### config.mk
export PLATFORM = sky130hd
export DESIGN_NAME = i2c_bit_sequencer
export DESIGN_NICKNAME = d
export VERILOG_FILES = /design/src/rtl/i2c_bit_sequencer.sv
export SDC_FILE = /design/constraint.sdc
export NUM_CORES = 1
export LEC_CHECK = 0
export BUFFER_PORTS_ARGS = -buffer_cell sky130_fd_sc_hd__buf_2
export CORE_MARGIN = 8
export CORE_UTILIZATION = 52
export DETAILED_ROUTE_END_ITERATION = 8
export PLACE_DENSITY_LB_ADDON = 0.12
export REMOVE_ABC_BUFFERS = 1
export SYNTH_ARGS = -nofsm -noshare
export SYNTH_HDL_FRONTEND = slang
export SYNTH_SLANG_ARGS = --single-unit
export TNS_END_PERCENT = 5
### constraint.sdc
create_clock -name clock -period 5.1 [get_ports clock]
set_input_delay 0.255 -clock clock [delete_from_list [all_inputs] [get_ports clock]]
set_output_delay 0.255 -clock clock [all_outputs]
set_load 0.01 [all_outputs]
### src/rtl/i2c_bit_sequencer.sv
// I2C bit-level sequencer: expands START/STOP/WRITE/READ commands into timed SCL/SDA
// phases paced by an external cycle timer, with clock stretching and arbitration checks.
module i2c_bit_sequencer #(
  parameter int BIT_WIDTH = 16
) (
  input  logic                 clock,
  input  logic                 reset,
  input  logic                 cmd_valid,
  output logic                 cmd_ready,
  input  logic [1:0]           cmd_type,
  input  logic                 cmd_bit,
  input  logic [BIT_WIDTH-1:0] half_period,
  output logic                 rsp_valid,
  output logic                 rsp_bit,
  output logic                 rsp_arb_lost,
  output logic                 rsp_error,
  output logic                 timer_enable,
  output logic                 timer_load,
  output logic [BIT_WIDTH-1:0] timer_count,
  input  logic                 timer_expired,
  output logic                 scl_drive_low,
  output logic                 sda_drive_low,
  input  logic                 scl_in,
  input  logic                 sda_in
);

  localparam logic [1:0] CMD_START = 2'd0;
  localparam logic [1:0] CMD_STOP  = 2'd1;
  localparam logic [1:0] CMD_WRITE = 2'd2;
  localparam logic [1:0] CMD_READ  = 2'd3;

  typedef enum logic {
    ST_IDLE,
    ST_RUN
  } state_t;

  state_t               state_reg;
  logic [1:0]           cmd_type_reg;
  logic                 cmd_bit_reg;
  logic [BIT_WIDTH-1:0] n_reg;
  logic [1:0]           phase_idx_reg;
  logic                 repeated_reg;
  logic                 loaded_reg;
  logic                 owned_reg;
  logic                 scl_low_reg;
  logic                 sda_low_reg;
  logic                 rsp_valid_reg;
  logic                 rsp_bit_reg;
  logic                 rsp_arb_reg;
  logic                 rsp_err_reg;

  // {scl_low, sda_low} for each phase. A START on a free bus begins at index 1,
  // skipping the (SCL low, SDA released) setup phase used only by a repeated start.
  function automatic logic [1:0] phase_drive(input logic [1:0] ctype, input logic cbit,
                                             input logic [1:0] idx);
    logic [1:0] drv;
    drv = 2'b00;
    case (ctype)
      CMD_START: begin
        case (idx)
          2'd0:    drv = 2'b10;
          2'd1:    drv = 2'b00;
          2'd2:    drv = 2'b01;
          default: drv = 2'b11;
        endcase
      end
      CMD_STOP: begin
        case (idx)
          2'd0:    drv = 2'b11;
          2'd1:    drv = 2'b01;
          default: drv = 2'b00;
        endcase
      end
      CMD_WRITE: drv = {idx == 2'd0, ~cbit};
      default:   drv = {idx == 2'd0, 1'b0};
    endcase
    return drv;
  endfunction

  function automatic logic [1:0] last_phase_idx(input logic [1:0] ctype);
    logic [1:0] idx;
    case (ctype)
      CMD_START: idx = 2'd3;
      CMD_STOP:  idx = 2'd2;
      default:   idx = 2'd1;
    endcase
    return idx;
  endfunction

  logic                 running;
  logic                 cmd_legal;
  logic [1:0]           first_idx;
  logic [BIT_WIDTH-1:0] n_capture;
  logic                 phase_end;
  logic                 start_first_phase;
  logic                 arb_lost_now;
  logic                 done_now;
  logic                 owned_after;
  logic [1:0]           next_idx;
  logic [1:0]           next_drive;
  logic [1:0]           first_drive;

  always_comb begin
    running     = (state_reg == ST_RUN);
    cmd_legal   = (cmd_type == CMD_START) || owned_reg;
    first_idx   = ((cmd_type == CMD_START) && !owned_reg) ? 2'd1 : 2'd0;
    first_drive = phase_drive(cmd_type, cmd_bit, first_idx);
    n_capture   = (half_period == '0) ? {{(BIT_WIDTH-1){1'b0}}, 1'b1} : half_period;

    // SCL-released phases only start timing once the line is really high.
    timer_load   = running && !loaded_reg && (scl_low_reg || scl_in) && !reset;
    timer_enable = running && !reset;
    timer_count  = n_reg;
    cmd_ready    = (state_reg == ST_IDLE);

    phase_end = running && loaded_reg && !timer_load && timer_expired;

    start_first_phase = (cmd_type_reg == CMD_START) && !repeated_reg &&
                        (phase_idx_reg == 2'd1);
    // A READ samples the slave's data, so a low SDA there is not lost arbitration.
    arb_lost_now = phase_end && !scl_low_reg &&
                   ((!sda_low_reg && !sda_in && (cmd_type_reg != CMD_READ)) ||
                    (start_first_phase && (!scl_in || !sda_in)));
    done_now = phase_end &&
               ((phase_idx_reg == last_phase_idx(cmd_type_reg)) || arb_lost_now);

    owned_after = owned_reg;
    if (arb_lost_now) begin
      owned_after = 1'b0;
    end else if (cmd_type_reg == CMD_START) begin
      owned_after = 1'b1;
    end else if (cmd_type_reg == CMD_STOP) begin
      owned_after = 1'b0;
    end

    next_idx   = phase_idx_reg + 2'd1;
    next_drive = phase_drive(cmd_type_reg, cmd_bit_reg, next_idx);
  end

  always_ff @(posedge clock) begin
    if (reset) begin
      state_reg     <= ST_IDLE;
      cmd_type_reg  <= CMD_START;
      cmd_bit_reg   <= 1'b0;
      n_reg         <= {{(BIT_WIDTH-1){1'b0}}, 1'b1};
      phase_idx_reg <= 2'd0;
      repeated_reg  <= 1'b0;
      loaded_reg    <= 1'b0;
      owned_reg     <= 1'b0;
      scl_low_reg   <= 1'b0;
      sda_low_reg   <= 1'b0;
      rsp_valid_reg <= 1'b0;
      rsp_bit_reg   <= 1'b0;
      rsp_arb_reg   <= 1'b0;
      rsp_err_reg   <= 1'b0;
    end else begin
      rsp_valid_reg <= 1'b0;
      rsp_bit_reg   <= 1'b0;
      rsp_arb_reg   <= 1'b0;
      rsp_err_reg   <= 1'b0;
      case (state_reg)
        ST_IDLE: begin
          if (cmd_valid) begin
            if (cmd_legal) begin
              state_reg     <= ST_RUN;
              cmd_type_reg  <= cmd_type;
              cmd_bit_reg   <= cmd_bit;
              n_reg         <= n_capture;
              phase_idx_reg <= first_idx;
              repeated_reg  <= owned_reg;
              loaded_reg    <= 1'b0;
              scl_low_reg   <= first_drive[1];
              sda_low_reg   <= first_drive[0];
            end else begin
              // Bus not owned: reject without touching the lines.
              rsp_valid_reg <= 1'b1;
              rsp_err_reg   <= 1'b1;
            end
          end
        end
        default: begin
          if (timer_load) begin
            loaded_reg <= 1'b1;
          end
          if (done_now) begin
            state_reg     <= ST_IDLE;
            rsp_valid_reg <= 1'b1;
            rsp_arb_reg   <= arb_lost_now;
            rsp_bit_reg   <= (cmd_type_reg == CMD_READ) ? sda_in : 1'b0;
            owned_reg     <= owned_after;
            scl_low_reg   <= owned_after;
            sda_low_reg   <= owned_after ? sda_low_reg : 1'b0;
          end else if (phase_end) begin
            phase_idx_reg <= next_idx;
            loaded_reg    <= 1'b0;
            scl_low_reg   <= next_drive[1];
            sda_low_reg   <= next_drive[0];
          end
        end
      endcase
    end
  end

  assign scl_drive_low = scl_low_reg;
  assign sda_drive_low = sda_low_reg;
  assign rsp_valid     = rsp_valid_reg;
  assign rsp_bit       = rsp_bit_reg;
  assign rsp_arb_lost  = rsp_arb_reg;
  assign rsp_error     = rsp_err_reg;

endmodule

## Word-level counts from Yosys, hierarchy flattened

Cells that the tools add are included.

| storage, ports and cells | value |
|---|---|
| logic and storage cells | 124 |
| input bits | 25 |
| bits in registers | 31 |
| output and inout bits | 25 |

| cells by class | value |
|---|---|
| $add $sub $neg | 1 |
| bitwise operators | 5 |
| reductions and logical operators | 46 |
| mux-type cells | 42 |
| equality and inequality tests | 16 |

Operators with widths:

| cell | number |
|---|---|
| 2-to-1 mux 1 bit | 29 |
| case mux 2 bit (3 select lines) | 4 |
| logical AND 1 bit | 16 |
| logical NOT 16 bit | 1 |
| 2-to-1 mux 16 bit | 1 |
| case mux 2 bit (2 select lines) | 3 |
| 2-to-1 mux 2 bit | 5 |
| logical NOT 1 bit | 9 |
| == test 2 x 1 -> 1 bit (second input constant) | 4 |
| == test 2 bit (second input constant) | 4 |
| logical NOT 2 bit | 4 |
| AND reduction 4 bit | 2 |
| AND reduction 3 bit | 2 |
| logical OR 1 bit | 5 |
| NOT 1 bit | 5 |
| inequality test 2 bit (second input constant) | 2 |
| AND reduction 2 bit | 2 |
| nonzero test 2 bit | 2 |
| OR reduction 4 bit | 1 |
| inequality test 3 x 1 -> 1 bit (second input constant) | 1 |
| inequality test 3 bit (second input constant) | 1 |
| OR reduction 3 bit | 1 |
| adder 2 x 1 -> 2 bit (second input constant) | 1 |
| == test 1 x 2 -> 1 bit (second input constant) | 1 |
| 4 further kinds | 4 |

## Logic depth before layout (Yosys ltp)

Gate-level depths: netlist of the first run.

| depth | value |
|---|---|
| depth after elaboration | 13 |
| mapped depth | 7 |
| gate-level depth less buffers | 7 |

## Least setup slack after synthesis of the first run

No wires, ideal clock.

| timing path | value |
|---|---|
| path kind | register -> register |
| from | register phase_idx_reg[1] |
| to | register sda_low_reg (netlist: sda_drive_low) |
| cell stages (with the launch flop) | 8 |
| clock period less this slack | 1.829 ns |
| buffers on the path | 0 |
| required time | 5.012 ns |
| slack | 3.271 ns |
| data arrival time | 1.741 ns |
| cell sequence | dfxtp_1 -> inv_1 -> ha_1 -> and2b_2 -> a211oi_1 -> a21oi_1 -> or3_1 -> a311oi_2 |

| on the way | value |
|---|---|
| cells in the longest elaborated chain, start to end | 9 |
| elaborated cells between the ends (all ways) | 22 |
| classes of those cells | add/sub: 1; eq/ne: 6; mux: 7; reduce/logical: 8 |

Ends and longest elaborated chain:

| element | RTL line | text |
|---|---|---|
| from (decl) | 41 | `logic [1:0] phase_idx_reg;` |
| from (signal assigned) | 169 | `phase_idx_reg <= first_idx;` |
| from (signal assigned) | 194 | `phase_idx_reg <= next_idx;` |
| branches (longest 9 deep; another with adder 2 x 1 -> 2 bit) | - |  |
| to (signal assigned) | 173 | `sda_low_reg <= first_drive[0];` |
| to (signal assigned) | 192 | `sda_low_reg <= owned_after ? sda_low_reg : 1'b0;` |
| to (signal assigned) | 197 | `sda_low_reg <= next_drive[0];` |
| to (decl) | 46 | `logic sda_low_reg;` |

Parallel ways; which one is timed is not known. The select of a mux whose other input is x is not followed.
A chain may end at the register's enable or synchronous reset.

## Final worst setup path of the first run

| timing path | value |
|---|---|
| from | register state_reg (netlist: running) |
| to | register phase_idx_reg[1] |

| on the way | value |
|---|---|
| cells in the longest elaborated chain, start to end | 12 |
| elaborated cells between the ends (all ways) | 17 |
| classes of those cells | eq/ne: 2; mux: 1; reduce/logical: 14 |

Ends and longest elaborated chain:

| element | RTL line | text |
|---|---|---|
| from (decl) | 37 | `state_t state_reg;` |
| from (signal assigned) | 142 | `state_reg <= ST_IDLE;` |
| from (signal assigned) | 165 | `state_reg <= ST_RUN;` |
| from (signal assigned) | 186 | `state_reg <= ST_IDLE;` |
| logical AND 1 bit (3 in series) | 111 | `timer_load = running && !loaded_reg && (scl_low_reg \|\| scl_in) && !reset;` |
| logical NOT 1 bit | 116 | `phase_end = running && loaded_reg && !timer_load && timer_expired;` |
| logical AND 1 bit (2 in series) | 116 |  |
| logical AND 1 bit (2 in series) | 121 | `arb_lost_now = phase_end && !scl_low_reg &&` |
| logical OR 1 bit | 125 | `((phase_idx_reg == last_phase_idx(cmd_type_reg)) \|\| arb_lost_now);` |
| logical AND 1 bit | 124 | `done_now = phase_end &&` |
| inequality test 2 bit (no source line) | - |  |
| AND reduction 4 bit (no source line) | - |  |

Several ways; a longest one is shown, not always the timed one.

==> results summary, run 1 <==
The run finished with clean final reports. In the synthesized netlist the async set-or-reset flop fraction comes to 0%. The area of the die came out at approximately 0.0047 sq mm. The worst supply voltage drop on vdd is 273 uV. The clock insertion delay at the later pin of the skew report came out at roughly 0.33 ns. The category of the most critical setup path is flip-flop to flip-flop. The number of hold violations in the final report came to 0. The via count of the first global-routing pass is around 1300.

Yosys mapped a number of flops with a built-in enable equal to 0. Data on the critical path is required at its endpoint by 5.34 ns. The unique cell type count in the Yosys netlist came out at about 50. Global routing used 15.6% of the available tracks across all layers. The fmax is 494 MHz. The portion of the post-synthesis area used by sequential elements is between 40% and 50%. The placed instance count is roughly 250. The count of final setup violators is 0. The starting utilization of the core area came out at 53.7%. By area the synthesized netlist is led by sky130_fd_sc_hd__dfxtp_1, sky130_fd_sc_hd__nand2_1, sky130_fd_sc_hd__a21oi_1. The master of the slowest instance on the critical path is sky130_fd_sc_hd__o21a_1.

The maximum cell stage delay along the critical path came out at between 0.6 and 0.7 ns. The minimum setup slack among reg-to-reg paths came out at approximately 3.1 ns. The worst setup path is launched from a flip-flop. The post-cts gate resize count is 0. Clock-pin slew was measured on the worst setup and hold paths at about 0.1 ns. The wire length of the first global-routing pass came out at between 5 and 6 mm. The cell family contributing the most delay on the critical path is simple AND/OR/NAND/NOR gates.

For this run, the leading register cell type out of synthesis is sky130_fd_sc_hd__dfxtp_1. Setup repair after global routing left no endpoint under its margin. The register with the most flip-flops in the layout has 16 of them.

The number of core rows is 19. From bottom edge to top edge, the die measures between 60 and 70 microns. The final critical-path share of the clock period came out at about two fifths. The synthesized instance count came out at 174. The routed wirelength normalized by instance count is between 10 and 15 microns. The clock tree buffer depth came out at 2.

The hold buffer count at cts is 0. The global-route congestion overflow total is 0. The total count of max-transition violations in the final report was 0. Max-cap violations in this run came to 0. The critical path goes through nor2b_1 > o21a_1 > nor2_1 > or4_1 > o31ai_1. The synthesized design devotes to its leading area cell type between 40% and 50% of total area.

The total I/O pin count came out at 50. The number of standard cells in the final layout excluding fillers came out at around 250. For this block, the initial DRC count from the detailed router was 81. The Yosys step of the flow raised 0 warnings. The area growth from synthesis to layout is 21.1%. The number of input and output port buffers inserted is 49.

For the pin with the worst max-slew slack, the measured transition is between 0.6 and 0.7 ns. The initial antenna violation count was 0. Clock skew on the completed layout was measured at ~0.0068 ns.

TritonCTS built the clock tree. A synthesized cell averages 8.28 sq um. The total wire length came out at between 3 and 4 mm. OpenSTA, run right after detailed placement, puts the worst setup slack at 3.07 ns. The design draws around 0.48 mW.

The residual DRC count is 0. The final critical path time including I/O delays and setup came out at slightly above 2 ns. The number of H-tree levels came out at 2. The largest driver fanout on the critical path is 20. In this run the remaining antenna-violating nets after routing total 0. The dominant cell type by area after synthesis is sky130_fd_sc_hd__dfxtp_1.

In this run the clock root is driven by a sky130_fd_sc_hd__clkbuf_4. The via density per instance is around 5.6. The worst setup path is captured at a flip-flop. The number of detailed-routing iterations run before antenna repair came out at 4. After layout, the worst setup slack is 3.07 ns.

The core box area is about 0.0027 sq mm. The final setup TNS came out at 0 ns. The die boundary width is slightly below 70 microns. The number of buffers created by CTS came out at 5. The global placer's final weighted congestion came out at roughly 0.93. The maximum number of pins on one net before global-route repair is 33.

The HPWL after detailed placement came out at between 2 and 3 mm. In this run the tightest slew margin relative to its limit is a little over half. The power density over the cells is approximately 270 mW/mm^2. At the worst endpoint, the arrival time is around 2.3 ns. The class of the worst hold path is input port to flip-flop. The standby leakage power is approximately 0.75 nW. Of the cells placed in the final design, the portion with a size suffix greater than 1 is 31.5%.

The synthesized flop and latch total came out at 31. After the last flow step, the layout net total stands at between 200 and 250. Together, buffers and inverters on the worst path number 0.

The number of buffers inserted by post-CTS setup repair came out at 0. The post-synthesis cell area came out at approximately 0.0014 sq mm. The antenna diode instance count came out at 0.

The detailed-route via count is around 1400. The TritonCTS sink count came out at 31.
layout by cell type (no fill, tap or decap), types with 2 or more instances in the layout:
master                     synthesis  routed
sky130_fd_sc_hd__nand2_1          44      44
sky130_fd_sc_hd__nor3_1            4       4
sky130_fd_sc_hd__inv_1             3       3
sky130_fd_sc_hd__ha_1              2       2
sky130_fd_sc_hd__clkbuf_4          0       5
sky130_fd_sc_hd__nor4_1            4       4
sky130_fd_sc_hd__nand3_1           4       4
sky130_fd_sc_hd__a21oi_1          27      27
sky130_fd_sc_hd__nor2_1            9       9
sky130_fd_sc_hd__nor2b_1           2       2
sky130_fd_sc_hd__a211oi_1          2       2
sky130_fd_sc_hd__clkbuf_8          1       2
sky130_fd_sc_hd__buf_2             1      49
sky130_fd_sc_hd__dfxtp_1          31      31
synthesized netlist by cell type, types with 2 or more instances:
cell / number
sky130_fd_sc_hd__a211oi_1: 2
sky130_fd_sc_hd__a21oi_1: 27
sky130_fd_sc_hd__clkbuf_1: 5
sky130_fd_sc_hd__dfxtp_1: 31
sky130_fd_sc_hd__ha_1: 2
sky130_fd_sc_hd__inv_1: 3
sky130_fd_sc_hd__nand2_1: 44
sky130_fd_sc_hd__nand3_1: 4
sky130_fd_sc_hd__nor2_1: 9
sky130_fd_sc_hd__nor2b_1: 2
sky130_fd_sc_hd__nor3_1: 4
sky130_fd_sc_hd__nor4_1: 4
routing by layer:
metal	vias up	GRT usage [%]	part of all wire [%]	routed length [microns]
li1	701	-	-	-
met3	5	6.14	9.1	324
met1	653	17.5	41	1480
met5	-	0	0	0
met2	60	25.4	48	1730
met4	0	7.16	0.95	34
cell families (layout without fill, tap and decap cells):
| group | after synthesis | count (layout) | share of synthesized area [%] |
|---|---|---|---|
| buffers and inverters | 13 | 61 | 4.95 |
| AND/OR/NAND/NOR | 79 | 79 | 27.4 |
| multiplexers | 2 | 2 | 1.48 |
| flip-flops | 31 | 31 | 43.1 |
| adder cells (fa/ha/maj) | 2 | 2 | 1.74 |
| XOR/XNOR | 1 | 1 | 0.608 |
| AO/OA/AOI/OAI | 46 | 46 | 20.7 |
power by group:
group | internal (mW) | switching (mW)
combinational | 0.0249 | 0.0323
sequential | 0.250 | 0.00639
clock | 0.0805 | 0.0855
total | 0.355 | 0.124
final timing paths:
path                       start                to  cells past startpoint
setup / recovery         running  phase_idx_reg[1]                      5
hold / removal    half_period[8]    timer_count[8]                      3
setup reg to reg         running  phase_idx_reg[1]                      5
hold reg to reg   timer_count[8]    timer_count[8]                      2
cell type report:
cell class / count / area, sq um
inverters: 3 / 11.3
fillers: 246 / 941
flip-flops and latches: 31 / 621
well taps: 31 / 38.8
multi-input cells: 130 / 749
clock buffers: 7 / 65.1
repair buffers: 50 / 253
clock inverters: 1 / 7.51
worst reg2reg max path, stage by stage, from the launching register on:
cell,delay (ns)
sky130_fd_sc_hd__dfxtp_1,0.39
sky130_fd_sc_hd__nor2b_1,0.27
sky130_fd_sc_hd__o21a_1,0.63
sky130_fd_sc_hd__nor2_1,0.14
sky130_fd_sc_hd__or4_1,0.43
sky130_fd_sc_hd__o31ai_1,0.08
per-stage QoR:
stage | hold WS, ns | utilization, % | instance area (sq um)
global placement | 0.440 | 62.3 | 1670
finish | 0.164 | 65.0 | 1750
detailed placement | 0.443 | 62.3 | 1670
global route | 0.146 | 65.0 | 1750
CTS | 0.147 | 65.0 | 1750
floorplan | 0.323 | - | 1380
Note: power is estimated with default switching activity, not from simulation.
==> run 2: changes to the inputs <==
--- a/config.mk
+++ b/config.mk
@@ -7,7 +7,7 @@
 export LEC_CHECK = 0
 export BUFFER_PORTS_ARGS = -buffer_cell sky130_fd_sc_hd__buf_2
 export CORE_MARGIN = 8
-export CORE_UTILIZATION = 52
+export CORE_UTILIZATION = 44
 export DETAILED_ROUTE_END_ITERATION = 8
 export PLACE_DENSITY_LB_ADDON = 0.12
 export REMOVE_ABC_BUFFERS = 1
==> constraint.sdc (replaced) <==
create_clock -name clock -period 1.85 [get_ports clock]
set_input_delay 0.0925 -clock clock [delete_from_list [all_inputs] [get_ports clock]]
set_output_delay 0.0925 -clock clock [all_outputs]
set_load 0.01 [all_outputs]
==> results summary, run 2 (synthesized netlist as in run 1, its figures left out) <==
The number of H-tree levels is 2. The share of the core filled with cells came out at about three fifths. The total count of max-transition violations in the final report came out at 0. The global placer's final weighted congestion came out at roughly 0.82. The worst path setup slack after routing is 0.0993 ns. The total I/O pin count is 50.

The post-route netlist has 34.6% of its cells at a drive strength greater than 1. The initial antenna violation count came to 0. The total routing resource utilization after global routing came out at approximately 16%. The die covers 0.00536 sq mm. The first routing iteration left 85 violations.

The number of detailed-routing iterations run before antenna repair is 4. Static timing analysis puts the maximum clock frequency at roughly 570 MHz. In this run the worst path has a maximum fanout of 9. The chip height came out at approximately 73 microns. The power density over the cells came out at 675 mW/mm^2.

For this block, wires on met1 add up to approximately 1.7 mm. The area occupied by multi-input gates is 767 sq um. The wire length of the first global-routing pass is between 6 and 7 mm. Compared with the post-synthesis result, the final layout area differs by 31.6%. The starting utilization of the core area came out at 46.8%.

The overall power after layout is ~1.3 mW. The placed instance count came out at approximately 270. The run finished with clean final reports.

Across the whole layout, storage elements account for roughly 620 sq um. The detailed-route via count is around 1400. The max capacitance violation total is 0.

Detailed placement finished with a half-perimeter wire length of ~3.1 mm. In the detailed route, the total length drawn on met3 is 262 microns. The worst-case headroom to the max-slew limit is a little over two thirds. TritonCTS built the clock tree. The worst setup path is captured at a flip-flop. The number of input and output port buffers inserted is 49. In the layout the commonest cells are sky130_fd_sc_hd__buf_2, sky130_fd_sc_hd__nand2_1, sky130_fd_sc_hd__dfxtp_1. The post-layout net count came out at approximately 260. The slew of the pin with the lowest slew margin came out at 0.443 ns. The most common library cell in the layout ignoring fill and taps is sky130_fd_sc_hd__buf_2.

Clock-pin slew was measured on the worst setup and hold paths at 0.10 ns. In this run the remaining antenna-violating nets after routing total 0. The via density per instance came out at about 5.2. The core box area came out at approximately 0.003 sq mm.

The routed design has 4.09 mm of wire. The number of hold violations in the final report is 0. STA puts the critical path data arrival time at ~2.0 ns.

The worst clock skew on the final layout is 0.00881 ns. The number of flip-flops under the largest register name is 16. The maximum number of pins on one net before global-route repair came out at 32. The worst path needs approximately 1.8 ns of the cycle, external delays included.

The standby leakage power is about 0.81 nW. The residual DRC count came out at 0. The cell sitting at the root of the clock tree is a sky130_fd_sc_hd__clkbuf_4. The number of fill cells is 287. At the placement stage, the worst setup path has a slack of -0.0148 ns. The critical path in this run is classified as flip-flop to flip-flop. The via count of the first global-routing pass came out at about 1400.

Wire segments on met2 add up to between 2 and 2.5 mm in the final route. The highest metal layer carrying signal wires in the routed design is met4. For the worst-skew pair, the clock arrives at the later sink with an insertion delay of approximately 0.33 ns. The TritonCTS sink count came out at 31.

The total non-filler cell area in the finished layout is 0.00190 sq mm. The number of standard cells in the final layout excluding fillers came out at approximately 280. The worst supply voltage drop on vdd came out at between 400 and 500 uV. The final critical-path share of the clock period is between 90% and 100%. The path class of the tightest hold or removal check is input port to flip-flop. Setup repair after global routing left no endpoint under its margin. The required time of the critical path is ~2.1 ns. The die boundary width is between 70 and 80 microns. Global routing finished with a remaining overflow of 0. The count of final setup violators came out at 0. 0 antenna diodes ended up in the layout. The routed wirelength normalized by instance count is ~15 microns. The clock tree buffer depth is 2.

The kind of launch point of the worst setup path is a flip-flop. The placed cell area is approximately 0.0017 sq mm. The number of clock buffers added by TritonCTS is 5. The number of core rows came out at 20.
==> run 2: cell count changes in the layout (fill, tap and decap cells not counted) <==
cell and change:
sky130_fd_sc_hd__dlygate4sd3_1 +8, sky130_fd_sc_hd__buf_4 +7, sky130_fd_sc_hd__dfxtp_1 -3, sky130_fd_sc_hd__dfxtp_2 +3, sky130_fd_sc_hd__clkbuf_8 -2, sky130_fd_sc_hd__a211oi_1 -1
sky130_fd_sc_hd__a211oi_2 +1, sky130_fd_sc_hd__clkbuf_1 +1, sky130_fd_sc_hd__clkinv_2 +1, sky130_fd_sc_hd__ha_1 -1, sky130_fd_sc_hd__ha_4 +1, sky130_fd_sc_hd__inv_1 -1
sky130_fd_sc_hd__inv_2 +1
==> run 2: repair_timing <==
item                                   in CTS  in global routing
gates resized for setup                     2                  4
setup endpoints to repair                   1                  1
pin swaps                                   0                  4
buffers inserted                            0                  1
endpoints found under the hold margin       8                  0
hold buffers                                8                  0
==> run 2: critical path, stage by stage (launching register included) <==
cell                       delay [ns]
sky130_fd_sc_hd__dfxtp_1         0.55
sky130_fd_sc_hd__and4bb_1        0.26
sky130_fd_sc_hd__nor3_4          0.18
sky130_fd_sc_hd__a21oi_2         0.11
sky130_fd_sc_hd__or3_1           0.37
sky130_fd_sc_hd__a311oi_2        0.20
==> run 2: metal layers <==
layer  vias to the layer above  track usage (%)
met4                         0             4.22
met3                         6             5.22
met2                        40             27.5
met5                         -                0
li1                        732                -
met1                       671             18.3
==> run 2: path summary, 6_finish.rpt <==
check / endpoint / cells past startpoint / from / slack, ns
setup reg to reg: sda_drive_low / 5 / cmd_type_reg[0] / 0.1
hold / removal: timer_count[7] / 3 / half_period[7] / 0.01
setup / recovery: sda_drive_low / 5 / cmd_type_reg[0] / 0.1
hold reg to reg: timer_count[6] / 2 / timer_count[6] / 0.46
==> run 2: metrics by stage <==
stage | hold slack [ns] | setup TNS (ns)
global route | 0.00795 | 0
detailed placement | 0.354 | -0.0148
global placement | 0.343 | 0
CTS | 0.000965 | 0
finish | 0.0100 | 0
floorplan | 0.160 | 0
==> run 2: layout make-up <==
| cell class | count | area share, % |
|---|---|---|
| clock buffer | 6 | 2.18 |
| clock inverter | 2 | 0.660 |
| inverter | 3 | 0.594 |
| multi-input combinational | 130 | 40.4 |
| sequential | 31 | 32.9 |
| tap | 44 | 2.90 |
| timing repair buffer | 65 | 20.3 |
==> run 2: where the power goes <==
part	internal [mW]	total, mW	leakage [nW]	switching [mW]
clock network	0.146	0.387	0.0282	0.241
logic	0.0890	0.187	0.531	0.0980
registers	0.688	0.705	0.253	0.0171
total	0.924	1.28	0.813	0.356
